### src/rtl/instr_fetch_unit_pkg.sv
// Shared definitions for the instruction fetch front end.
//   AW_DEFAULT    : default fetch PC / word-address width
//   DEPTH_DEFAULT : default prefetch FIFO depth (power of two, >= 2)
//   INSTR_W       : instruction word width
//   PC_INC        : sequential fetch step in words
//   RESET_PC      : conventional boot PC, used by benches as start_pc
package instr_fetch_unit_pkg;

  localparam int          AW_DEFAULT    = 32;
  localparam int          DEPTH_DEFAULT = 4;
  localparam int          INSTR_W       = 32;
  localparam int          PC_INC        = 1;
  localparam logic [31:0] RESET_PC      = 32'h0000_0010;

endpackage

### src/rtl/instr_fetch_unit_fetch_fifo.sv
// fetch_fifo: DEPTH x DW synchronous FIFO holding {instruction, pc} pairs.
// Ports:
//   clk, rst_n      : clock, synchronous active-low reset
//   flush           : discard all contents (priority over push)
//   push, push_data : write one entry
//   pop             : consume the head entry (ignored when empty)
//   head_valid      : FIFO not empty
//   head_data       : head entry, driven straight from the storage flops
//   count           : occupancy, 0..DEPTH
// A push is accepted together with a pop when the FIFO is full; the
// caller's credit scheme guarantees there is never a push into a full
// FIFO without a simultaneous pop.
module fetch_fifo #(
  parameter int DEPTH = 4,
  parameter int DW    = 64
) (
  input  logic                     clk,
  input  logic                     rst_n,
  input  logic                     flush,
  input  logic                     push,
  input  logic [DW-1:0]            push_data,
  input  logic                     pop,
  output logic                     head_valid,
  output logic [DW-1:0]            head_data,
  output logic [$clog2(DEPTH):0]   count
);

  localparam int PW = $clog2(DEPTH);
  localparam int CW = PW + 1;

  logic [DW-1:0] mem [DEPTH];
  logic [PW-1:0] wr_ptr;
  logic [PW-1:0] rd_ptr;
  logic          pop_ok;

  assign pop_ok     = pop & (count != '0);
  assign head_valid = (count != '0);
  assign head_data  = mem[rd_ptr];

  // Storage is cleared on reset so the head reads as zero out of reset.
  // Flush only resets the pointers; stale words behind them are never
  // visible because head_valid drops with the count.
  always_ff @(posedge clk) begin
    if (!rst_n) begin
      for (int i = 0; i < DEPTH; i++) begin
        mem[i] <= '0;
      end
      wr_ptr <= '0;
      rd_ptr <= '0;
      count  <= '0;
    end else if (flush) begin
      wr_ptr <= '0;
      rd_ptr <= '0;
      count  <= '0;
    end else begin
      if (push) begin
        mem[wr_ptr] <= push_data;
        wr_ptr      <= wr_ptr + 1'b1;
      end
      if (pop_ok) begin
        rd_ptr <= rd_ptr + 1'b1;
      end
      count <= count + CW'(push) - CW'(pop_ok);
    end
  end

endmodule

### src/rtl/instr_fetch_unit.sv
// instr_fetch_unit: fetch front end between the PC and decode.
// Ports:
//   CLK, RESET        : clock, synchronous active-low reset
//   start_pc          : fetch PC loaded while RESET is low
//   imem_req/addr     : word-address read strobe to synchronous imem
//   imem_rdata        : read data, valid one cycle after imem_req
//   instr_valid/ready : handshake to decode (see below)
//   instr, instr_pc   : head instruction and its word address
//   redirect_valid    : single-cycle restart request (jump/taken branch)
//   redirect_target   : absolute word address to restart from
//   fifo_count        : prefetch FIFO occupancy (debug/perf)
//
// Handshake: an instruction transfers on every rising edge where
// instr_valid and instr_ready are both high. While instr_valid is high
// and instr_ready is low, instr and instr_pc hold steady. instr_ready is
// ignored while instr_valid is low. Decode may not withdraw a presented
// instruction; only a redirect or reset removes it.
module instr_fetch_unit
  import instr_fetch_unit_pkg::*;
#(
  parameter int DEPTH = DEPTH_DEFAULT,
  parameter int AW    = AW_DEFAULT
) (
  input  logic                   CLK,
  input  logic                   RESET,
  input  logic [AW-1:0]          start_pc,
  output logic                   imem_req,
  output logic [AW-1:0]          imem_addr,
  input  logic [INSTR_W-1:0]     imem_rdata,
  output logic                   instr_valid,
  input  logic                   instr_ready,
  output logic [INSTR_W-1:0]     instr,
  output logic [AW-1:0]          instr_pc,
  input  logic                   redirect_valid,
  input  logic [AW-1:0]          redirect_target,
  output logic [$clog2(DEPTH):0] fifo_count
);

  localparam int CW  = $clog2(DEPTH) + 1;
  localparam int CW1 = CW + 1;

  logic [AW-1:0]  fetch_pc;
  logic [AW-1:0]  tag_pc;
  logic           inflight;
  logic           pop;
  logic           push;
  logic           kill;
  logic [CW1-1:0] credit_use;

  // Credit rule: entries held + the response already on its way - the
  // entry leaving this cycle must leave room for one more word, so a
  // push can never find the FIFO full without a matching pop.
  //
  // Kill: a redirect (or reset) drops the response arriving in the same
  // cycle. No request issues in a redirect cycle, so that is the only
  // wrong-path response that can still reach the FIFO.
  always_comb begin
    pop        = instr_valid & instr_ready;
    credit_use = CW1'(fifo_count) + CW1'(inflight) - CW1'(pop);
    imem_req   = RESET & ~redirect_valid & (credit_use < CW1'(DEPTH));
    kill       = redirect_valid | ~RESET;
    push       = inflight & ~kill;
  end

  assign imem_addr = fetch_pc;

  always_ff @(posedge CLK) begin
    if (!RESET) begin
      fetch_pc <= start_pc;
      inflight <= 1'b0;
      tag_pc   <= '0;
    end else if (redirect_valid) begin
      fetch_pc <= redirect_target;
      inflight <= 1'b0;
    end else if (imem_req) begin
      // Word addressing; wraps silently from all-ones to zero.
      fetch_pc <= fetch_pc + AW'(PC_INC);
      inflight <= 1'b1;
      tag_pc   <= fetch_pc;
    end else begin
      inflight <= 1'b0;
    end
  end

  logic [INSTR_W+AW-1:0] head_data;

  fetch_fifo #(
    .DEPTH (DEPTH),
    .DW    (INSTR_W + AW)
  ) u_fifo (
    .clk        (CLK),
    .rst_n      (RESET),
    .flush      (redirect_valid),
    .push       (push),
    .push_data  ({imem_rdata, tag_pc}),
    .pop        (pop),
    .head_valid (instr_valid),
    .head_data  (head_data),
    .count      (fifo_count)
  );

  assign instr    = head_data[INSTR_W+AW-1:AW];
  assign instr_pc = head_data[AW-1:0];

endmodule

### config.mk
export PLATFORM = sky130hd
export DESIGN_NAME = instr_fetch_unit
export DESIGN_NICKNAME = d
export VERILOG_FILES = /design/src/rtl/instr_fetch_unit_pkg.sv /design/src/rtl/instr_fetch_unit_fetch_fifo.sv /design/src/rtl/instr_fetch_unit.sv
export SDC_FILE = /design/constraint.sdc
export NUM_CORES = 1
export LEC_CHECK = 0
export ABC_AREA = 1
export CORE_ASPECT_RATIO = 1.1
export CORE_MARGIN = 2
export CORE_UTILIZATION = 56
export DETAILED_ROUTE_END_ITERATION = 7
export PLACE_DENSITY = 0.81
export SETUP_SLACK_MARGIN = 0.4
export SLEW_MARGIN = 0
export SYNTH_ARGS = -nofsm -noshare
export SYNTH_HDL_FRONTEND = slang
export SYNTH_HIERARCHICAL = 1
export SYNTH_SLANG_ARGS = --single-unit
### constraint.sdc
create_clock -name CLK -period 19.5 [get_ports CLK]
set_input_delay 3.9 -clock CLK [delete_from_list [all_inputs] [get_ports CLK]]
set_output_delay 3.9 -clock CLK [all_outputs]
set_load 0.02 [all_outputs]
==> run metrics <==
Remaining Overflow, GRT=0; Primary FF master, synth=edfxtp_1; H-tree level count=1; largest net degree at the start of global routing=103; Clock transition at path regs=60 ps; final-stage net count=1,849; post-synthesis sequential area ratio=62.7%; final setup violating endpoints=0; DRT iter0 DRCs=1,063; Critical-path top delay cell=clkdlybuf4s50_1; Sequential Power Share=52.9%; ANT nets after route=0; DRC viols=0; Multi-input gate area=4770 µm²; worst path required time=15,600 ps; Core Region=26,800 µm²; CTS root buf=clkbuf_16; leakage=0.00736 µW; hold slack=468 ps; pwr dens=85.4 nW/µm²; overall routing resource usage=25.3%; syn avg cell area=9.54 µm²; Slew HR=22.7%; Cell Rows=63; CP cell instances=buf_2 -> buf_4 -> inv_2 -> nor2_1 -> nand3_2 -> buf_4 -> inv_2 -> clkdlybuf4s50_1; register area=9490 µm²; crit path buf inv count=6; Clock power frac=38.6%; Synth Register Bits=330; Synth Instances=1,586; CTS resizes=0; cell-internal power=1210 µW; CTS tree=done; VDD IR-drop max=0.0656 mV; width of the die=161 µm; CTS buffer count=31; Synth cell types=28; Comb pwr share=8.6%; gpl congestion=0.895; drt pass-1 iters=5; Worst Setup Start Kind=input port; post-DR wirelength/cell=16.9 µm; type of the worst min-delay path=register to register; Mapped Nets=1,693; Clk Latency, worst-skew pair=560 ps; die height=176 µm; Final min period=10,640 ps; CTS Sinks=330; Post-synth EDFFs=288; ys async rst share=0%; # IOs=201; Yosys Warn Count=6; RSZ-0062 raised after global routing=false; Worst Skew=9.50 ps; Synth top area share=57.2%; worst slew pin tran=1160 ps; max-slew violations=0; HPWL after DPL=21.1 mm; Crit path max-delay family=buffers and inverters; Clock Tree Buf Depth=3; area grow syn2layout=20.9%; initial antenna violation count=0; ranking of synthesized cells by area=edfxtp_1, nor2_1, nand2_1; CP Capture Type=output pin; post-CTS setup buffer count=0; TNS Setup=0 ps; status=finished clean; IO Port Bufs=200; worst path arrival time=6740 ps; first-pass GRT wire length=57.3 mm; post-DR vias/cell=5.46; Max stage delay on crit path=710 ps; Tcrit/Tclk final=54.5%; Final Hold Viols=0; fill count=1,991; leading area contributor after synthesis=edfxtp_1; Max Clk Rate=94.0 MHz; via count=11.6k; Antenna Cells=0; Setup CP Type=input port to output pin; layout cells sized above 1=5.94%; Post-Place Worst Slack=8840 ps; CP max FO=71; hold_buf cts=0; final WL=35.9 mm; Mapped Area=15,100 µm²; vias in the first global route=11.5k; die area=28,300 µm²; top-count cell post-synth=nor2_1; top cells by count, synth=nor2_1, nand2_1, edfxtp_1, o21ai_0, inv_1; number of max-cap violations=0; Worst Slack Setup Final=8860 ps; Sw Share=22.2%; overall power=1560 µW; Net Switching=348 µW; Starting Density=56.4%
-- worst min-delay path, delay by kind of cell (launching register included) --
family / cells / cell delay, ps
flip-flops: 1 / 310
AND/OR/NAND/NOR: 2 / 110
-- layer usage --
| metal | share of wire (%) | wire, µm | global-route usage, % | up-vias |
|---|---|---|---|---|
| met2 | 49 | 17700 | 44.3 | 545 |
| met1 | 40 | 14300 | 32.8 | 5391 |
| met5 | 0 | 0 | 0 | - |
| li1 | - | - | - | 5604 |
| met3 | 8.1 | 2900 | 3.17 | 64 |
| met4 | 2.8 | 1010 | 8.82 | 0 |
-- path summary, 6_finish.rpt --
path | end | start | cells past startpoint | slack [ps]
max reg2reg | u_fifo/mem[0][55]$_SDFFCE_PN0P_ | inflight$_SDFF_PP0_ | 8 | 16130
max | imem_req | RESET | 8 | 8860
min reg2reg | tag_pc[23]$_SDFFE_PN0P_ | tag_pc[23]$_SDFFE_PN0P_ | 2 | 470
min | tag_pc[23]$_SDFFE_PN0P_ | tag_pc[23]$_SDFFE_PN0P_ | 2 | 470
-- cells by family after synthesis --
kind of cell / after synthesis / share of synthesized area (%)
adder cells (fa/ha/maj): 7 / 0.629
flip-flops: 330 / 62.7
AND/OR/NAND/NOR: 792 / 21.4
buffers and inverters: 206 / 6.10
XOR/XNOR: 8 / 0.463
AO/OA/AOI/OAI: 243 / 8.68
-- layout by cell type (no fill, tap or decap), types with 2 or more instances in the layout --
master,instances
nand2_2,11
nor2_8,3
clkbuf_8,6
nor2_2,6
clkinv_1,7
edfxtp_1,288
o22ai_1,64
clkinv_2,5
nor2_4,7
dfxtp_1,40
clkdlybuf4s50_1,199
xor2_1,3
inv_2,6
ha_1,6
bufinv_16,2
nand2_1,304
nor2_1,379
clkbuf_1,4
xnor2_1,5
nand2_4,4
clkbuf_16,33
o21bai_1,6
buf_4,13
inv_1,109
o21ai_0,134
a21oi_1,36
nand3_1,72
nand3b_1,4
-- through the flow --
step | cell area, µm² | util, % | std cells
final | 18300 | 68.2 | 2124
after global routing | 18300 | 68.2 | 2124
after CTS | 18300 | 68.2 | 2124
after detailed placement | 17200 | 64.3 | 2066
after global placement | 17200 | 64.3 | 2066
after floorplan | 15100 | - | 1586
-- power groups by stage --
stage | registers, µW | clock network (µW) | logic (µW)
floorplan | 843 | 0 | 62.0
global placement | 839 | 0 | 132
detailed placement | 840 | 0 | 134
CTS | 825 | 609 | 134
global route | 829 | 634 | 145
finish | 826 | 603 | 134
-- state kept, by name, indices dropped and copies added (netlist names), named ones only --
name and cells:
u_fifo/mem 256, imem_addr 32, tag_pc 32, u_fifo/count 3, u_fifo/rd_ptr 2, u_fifo/wr_ptr 2, inflight 1
-- area by class of cell --
class / instances / area share (%)
clock buffer: 43 / 5.05
clock inverter: 15 / 0.670
inverter: 116 / 2.39
multi-input combinational: 1050 / 26.1
sequential: 330 / 51.9
tap: 357 / 2.44
timing repair buffer: 213 / 11.5
Note: power is estimated with default switching activity, not from simulation.
==> RTL edit 1, RTL diff (same flow settings) <==
Change the package constant `INSTR_W` from 32 to 40.
--- a/src/rtl/instr_fetch_unit_pkg.sv
+++ b/src/rtl/instr_fetch_unit_pkg.sv
@@ -9,5 +9,5 @@
   localparam int          AW_DEFAULT    = 32;
   localparam int          DEPTH_DEFAULT = 4;
-  localparam int          INSTR_W       = 32;
+  localparam int          INSTR_W       = 40;
   localparam int          PC_INC        = 1;
   localparam logic [31:0] RESET_PC      = 32'h0000_0010;
Ports: changed (resized imem_rdata and instr); port bits go from 201 to 217. No check against the original RTL was run, so the function may have changed too.
==> RTL edit 1 against the original RTL <==
Cell area grew 9.1%; sequential cell count rose by 32; power is 8.4% higher; routed wire length increased by 11%; hold slack about the same; worst setup slack lost 0.0089 ns; area after synthesis up 11%; synthesized cell count rose by 8.3%; largest power group unchanged.
==> RTL edit 1: results (changes against the original RTL) <==
{| class="wikitable"
! Metric !! Value
|-
| Placed wire-length estimate after detailed placement || 23400 um (+11%)
|-
| Top_reg_cell synth || sky130_fd_sc_hd__edfxtp_1
|-
| Synthesized Nets || 1833 (+8.3%)
|-
| Filler Cells Inserted || 2205 (+11%)
|-
| Slew at the pin closest to its max-slew limit || 1.14 ns (-0.0127 ns)
|-
| Critical path startpoint || RESET
|-
| First-pass GRT wire length || 62800 um (+9.6%)
|-
| Worst reg2reg path endpoint || u_fifo/mem[0][53]
|-
| Hold wc startpoint || tag_pc[11]
|-
| FFs w/ async S/R, synth || 0 (unchanged)
|-
| Number of flops mapped to enable cells by yosys || 320 (+11%)
|-
| Latest clock arrival within the worst-skew pair || 0.51 ns (-0.05 ns)
|-
| Largest fanout of any net on the critical path || 70 (-1.4%)
|-
| Cell depth of the worst flop-to-flop path || 7 (-1)
|-
| Outcome || finished, final reports clean
|-
| Number of buffers created by CTS || 35 (+13%)
|-
| Endpoint of the worst hold-timing path || tag_pc[11]
|-
| Aggregate routed wire length || 39700 um (+11%)
|-
| Worst hold slack || 0.469 ns (+0.000173 ns)
|-
| Routability congestion estimate from global placement || 0.920 (+2.9%)
|-
| Number of flip-flops in the largest register || 288 (+13%)
|-
| Cell Area, Placed || 18900 um^2 (+9.5%)
|-
| Largest net degree at the start of global routing || 107 (+3.9%)
|-
| First-iteration detailed-routing DRC count || 1236 (+16%)
|-
| I/O Buffers || 216 (+8.0%)
|-
| Overall Global Routing Usage || 0.254 (+0.000830)
|-
| Via count || 12600 (+8.8%)
|-
| Leading cell types by count after synthesis || sky130_fd_sc_hd__nor2_1 (437), sky130_fd_sc_hd__edfxtp_1 (320), sky130_fd_sc_hd__nand2_1 (260)
|-
| Top area cells in the synthesized netlist || sky130_fd_sc_hd__edfxtp_1 (57%), sky130_fd_sc_hd__nor2_1 (9.8%), sky130_fd_sc_hd__nand2_1 (5.8%)
|-
| Post-cts gate resize count || 0 (unchanged)
|-
| Setup TNS || 0 ns (unchanged)
|-
| Peak supply drop || 51.9 uV (-21%)
|-
| Library cells used by synthesis || 32 (+14%)
|-
| H-tree levels || 2 (+1)
|-
| Static leakage || 8.00 nW (+8.6%)
|-
| Final Hold Violating Endpoints || 0 (unchanged)
|-
| Ratio of cells with drive above 1 in the final layout || 0.0717 (+0.0123)
|-
| Setup slack of the most critical reg-to-reg path || 16.30 ns (+0.17 ns)
|-
| R2r startpoint || inflight
|-
| Antenna violations before repair || 0 (unchanged)
|-
| Final #Nets || 2001 (+8.2%)
|-
| Sequential cell area fraction in the yosys report || 0.624 (-0.00373)
|-
| Setup Skew || 0.0112 ns (+0.00173 ns)
|}
[RTL edit 1: stage by stage]
stage	setup slack, ns	cells
floorplan	10.44	1718
global placement	8.90	2223
detailed placement	8.85	2223
CTS	8.85	2285
global route	8.54	2285
finish	8.86	2285
[RTL edit 1: worst max-delay path by stage]
| stage | to |
|---|---|
| 2_1_floorplan | imem_req |
| 3_3_place_gp | imem_req |
| 3_5_place_dp | imem_req |
| 4_1_cts | imem_req |
| 5_1_grt | imem_req |
| 6_report | imem_req |
[RTL edit 1: routing by layer]
layer	vias to the layer above	track usage	share of wire
li1	6053	-	-
met1	5939	0.316	0.39
met2	568	0.450	0.50
met3	61	0.0387	0.083
met4	0	0.0917	0.028
met5	-	0	0
[RTL edit 1: area by class of cell]
type | instances | area [um^2] | share of cell area
Multi-Input combinational cell | 1119 | 5190 | 0.260
Timing Repair Buffer | 227 | 2240 | 0.112
Sequential cell | 362 | 10500 | 0.524
Inverter | 141 | 534 | 0.0268
Clock buffer | 50 | 985 | 0.0494
Clock inverter | 12 | 83.8 | 0.00420
Tap cell | 374 | 468 | 0.0235
[RTL edit 1: worst max-delay path: stages]
cell                              delay (ns)
sky130_fd_sc_hd__buf_2                  0.07
sky130_fd_sc_hd__buf_4                  0.59
sky130_fd_sc_hd__inv_2                  0.43
sky130_fd_sc_hd__nor2_1                 0.27
sky130_fd_sc_hd__nand3_2                0.09
sky130_fd_sc_hd__buf_4                  0.25
sky130_fd_sc_hd__inv_2                  0.38
sky130_fd_sc_hd__clkdlybuf4s50_1        0.70
[RTL edit 1: logic make-up (layout without fill, tap and decap cells)]
logic type | count (synthesis) | count (layout) | synth area share
compound gates | 266 | 266 | 0.0859
xor+xnor | 8 | 8 | 0.00418
fa+ha+maj | 7 | 7 | 0.00567
buf+inv | 237 | 430 | 0.0688
flops | 362 | 362 | 0.624
simple gates | 838 | 838 | 0.212
[RTL edit 1: power by group]
| group | switching (mW) | internal [mW] | total [mW] |
|---|---|---|---|
| logic | 0.0901 | 0.0625 | 0.153 |
| registers | 0.0246 | 0.880 | 0.905 |
| clock network | 0.271 | 0.365 | 0.636 |
| total | 0.386 | 1.31 | 1.69 |
==> RTL edit 2, RTL diff (same flow settings) <==
Made on the original files. Register the input `redirect_target` before use. The logic sees it one clock later. The other inputs are not delayed to match.
--- a/src/rtl/instr_fetch_unit.sv
+++ b/src/rtl/instr_fetch_unit.sv
@@ -40,4 +40,10 @@
   localparam int CW1 = CW + 1;
 
+  logic [AW-1:0] redirect_target_q;
+
+  always_ff @(posedge CLK) begin
+    redirect_target_q <= redirect_target;
+  end
+
   logic [AW-1:0]  fetch_pc;
   logic [AW-1:0]  tag_pc;
@@ -71,5 +77,5 @@
       tag_pc   <= '0;
     end else if (redirect_valid) begin
-      fetch_pc <= redirect_target;
+      fetch_pc <= redirect_target_q;
       inflight <= 1'b0;
     end else if (imem_req) begin
Check against the original RTL: not equivalent (Yosys sat finds a counterexample within 4 cycles, from zero or initial values and one cycle with RESET low).
==> RTL edit 2 against the original RTL <==
Largest power group unchanged; sequential cell count up 32; area after synthesis up 7.1%; routed wire length up 2.2%; worst setup slack worse by 0.045 ns; clock power up 14%; sequential power up 8.4%; power up 9.9%; final cell count up 2.3%; fmax down 0.43%; cell area up 6.4%.
==> RTL edit 2: results (changes against the original RTL) <==
{| class="wikitable"
! Metric !! Value
|-
| Adder-cell share of the synthesized area || 0.00587 (-0.000418)
|-
| Hold wc startpoint || tag_pc[12]
|-
| Setup slack after placement || 8.81 ns (-0.0298 ns)
|-
| Critical path startpoint || instr_ready
|-
| Post-synthesis xor/xnor area fraction || 0.00432 (-0.000308)
|-
| WL met2 || 18300 um (+3.5%)
|-
| Via count of the first global-routing pass || 11900 (+3.8%)
|-
| Met3 routed WL || 3260 um (+12%)
|-
| Outcome || finished, final reports clean
|-
| WL met1 || 14400 um (about the same)
|-
| Latest clock arrival within the worst-skew pair || 0.51 ns (-0.05 ns)
|-
| Placed cell count || 2109 (+2.1%)
|-
| Largest fanout of any net on the critical path || 35 (-51%)
|-
| Peak supply drop || 64.8 uV (-1.3%)
|-
| Post-layout min period || 10.68 ns (+0.0454 ns)
|-
| Worst hold slack || 0.465 ns (-0.00335 ns)
|-
| Worst reg2reg path endpoint || u_fifo/mem[0][31]
|-
| Met3 routing resource usage after global routing || 0.0486 (+0.0169)
|-
| Synthesized area per cell || 10.0 um^2 (+5.1%)
|-
| Ratio of cells with drive above 1 in the final layout || 0.103 (+0.0436)
|-
| Count of non-filler cells in the finished layout || 2173 (+2.3%)
|-
| Cell Area, Placed || 18300 um^2 (+6.1%)
|-
| Met2 Usage GRT || 0.430 (-0.0127)
|-
| Placed wire-length estimate after detailed placement || 21600 um (+2.2%)
|-
| Sequential cell area fraction in the yosys report || 0.625 (-0.00217)
|-
| Drt via density || 5.44 (-0.42%)
|-
| Overall Power || 1.72 mW (+9.9%)
|-
| Sw Pwr || 0.381 mW (+9.6%)
|-
| Library cells used by synthesis || 30 (+7.1%)
|-
| Final #Nets || 1886 (+2.0%)
|-
| Register share of total power || 0.521 (-0.008)
|-
| Arrival time at the worst endpoint || 6.78 ns (+0.04 ns)
|-
| Endpoint of the worst hold-timing path || tag_pc[12]
|-
| Static leakage || 8.11 nW (+10%)
|}
[RTL edit 2: changes by cell type after synthesis, moves of 5 or more]
cell	before	now
sky130_fd_sc_hd__nand2_1	307	257
sky130_fd_sc_hd__nand2_4	2	42
sky130_fd_sc_hd__dfxtp_1	42	74
sky130_fd_sc_hd__nor2_1	379	355
sky130_fd_sc_hd__nor2_2	7	30
sky130_fd_sc_hd__nand2_2	10	20
sky130_fd_sc_hd__buf_6	12	6
sky130_fd_sc_hd__buf_12	0	5
[RTL edit 2: cells by family (layout without fill, tap and decap cells)]
group,after synthesis,after routing
and+or+nand+nor,792,792
DFF,362,362
AOI/OAI and AO/OA,243,243
buffers and inverters,205,393
xor gates and xnor gates,8,8
adders and majority gates,7,7
[RTL edit 2: cell type report]
cell class              instances  area (um^2)
clock buffers                  44          972
clock inverters                20          199
fillers                      2096         9090
inverters                     115          433
multi-input cells            1050         5160
flip-flops and latches        362        10100
well taps                     368          460
repair buffers                214         2100
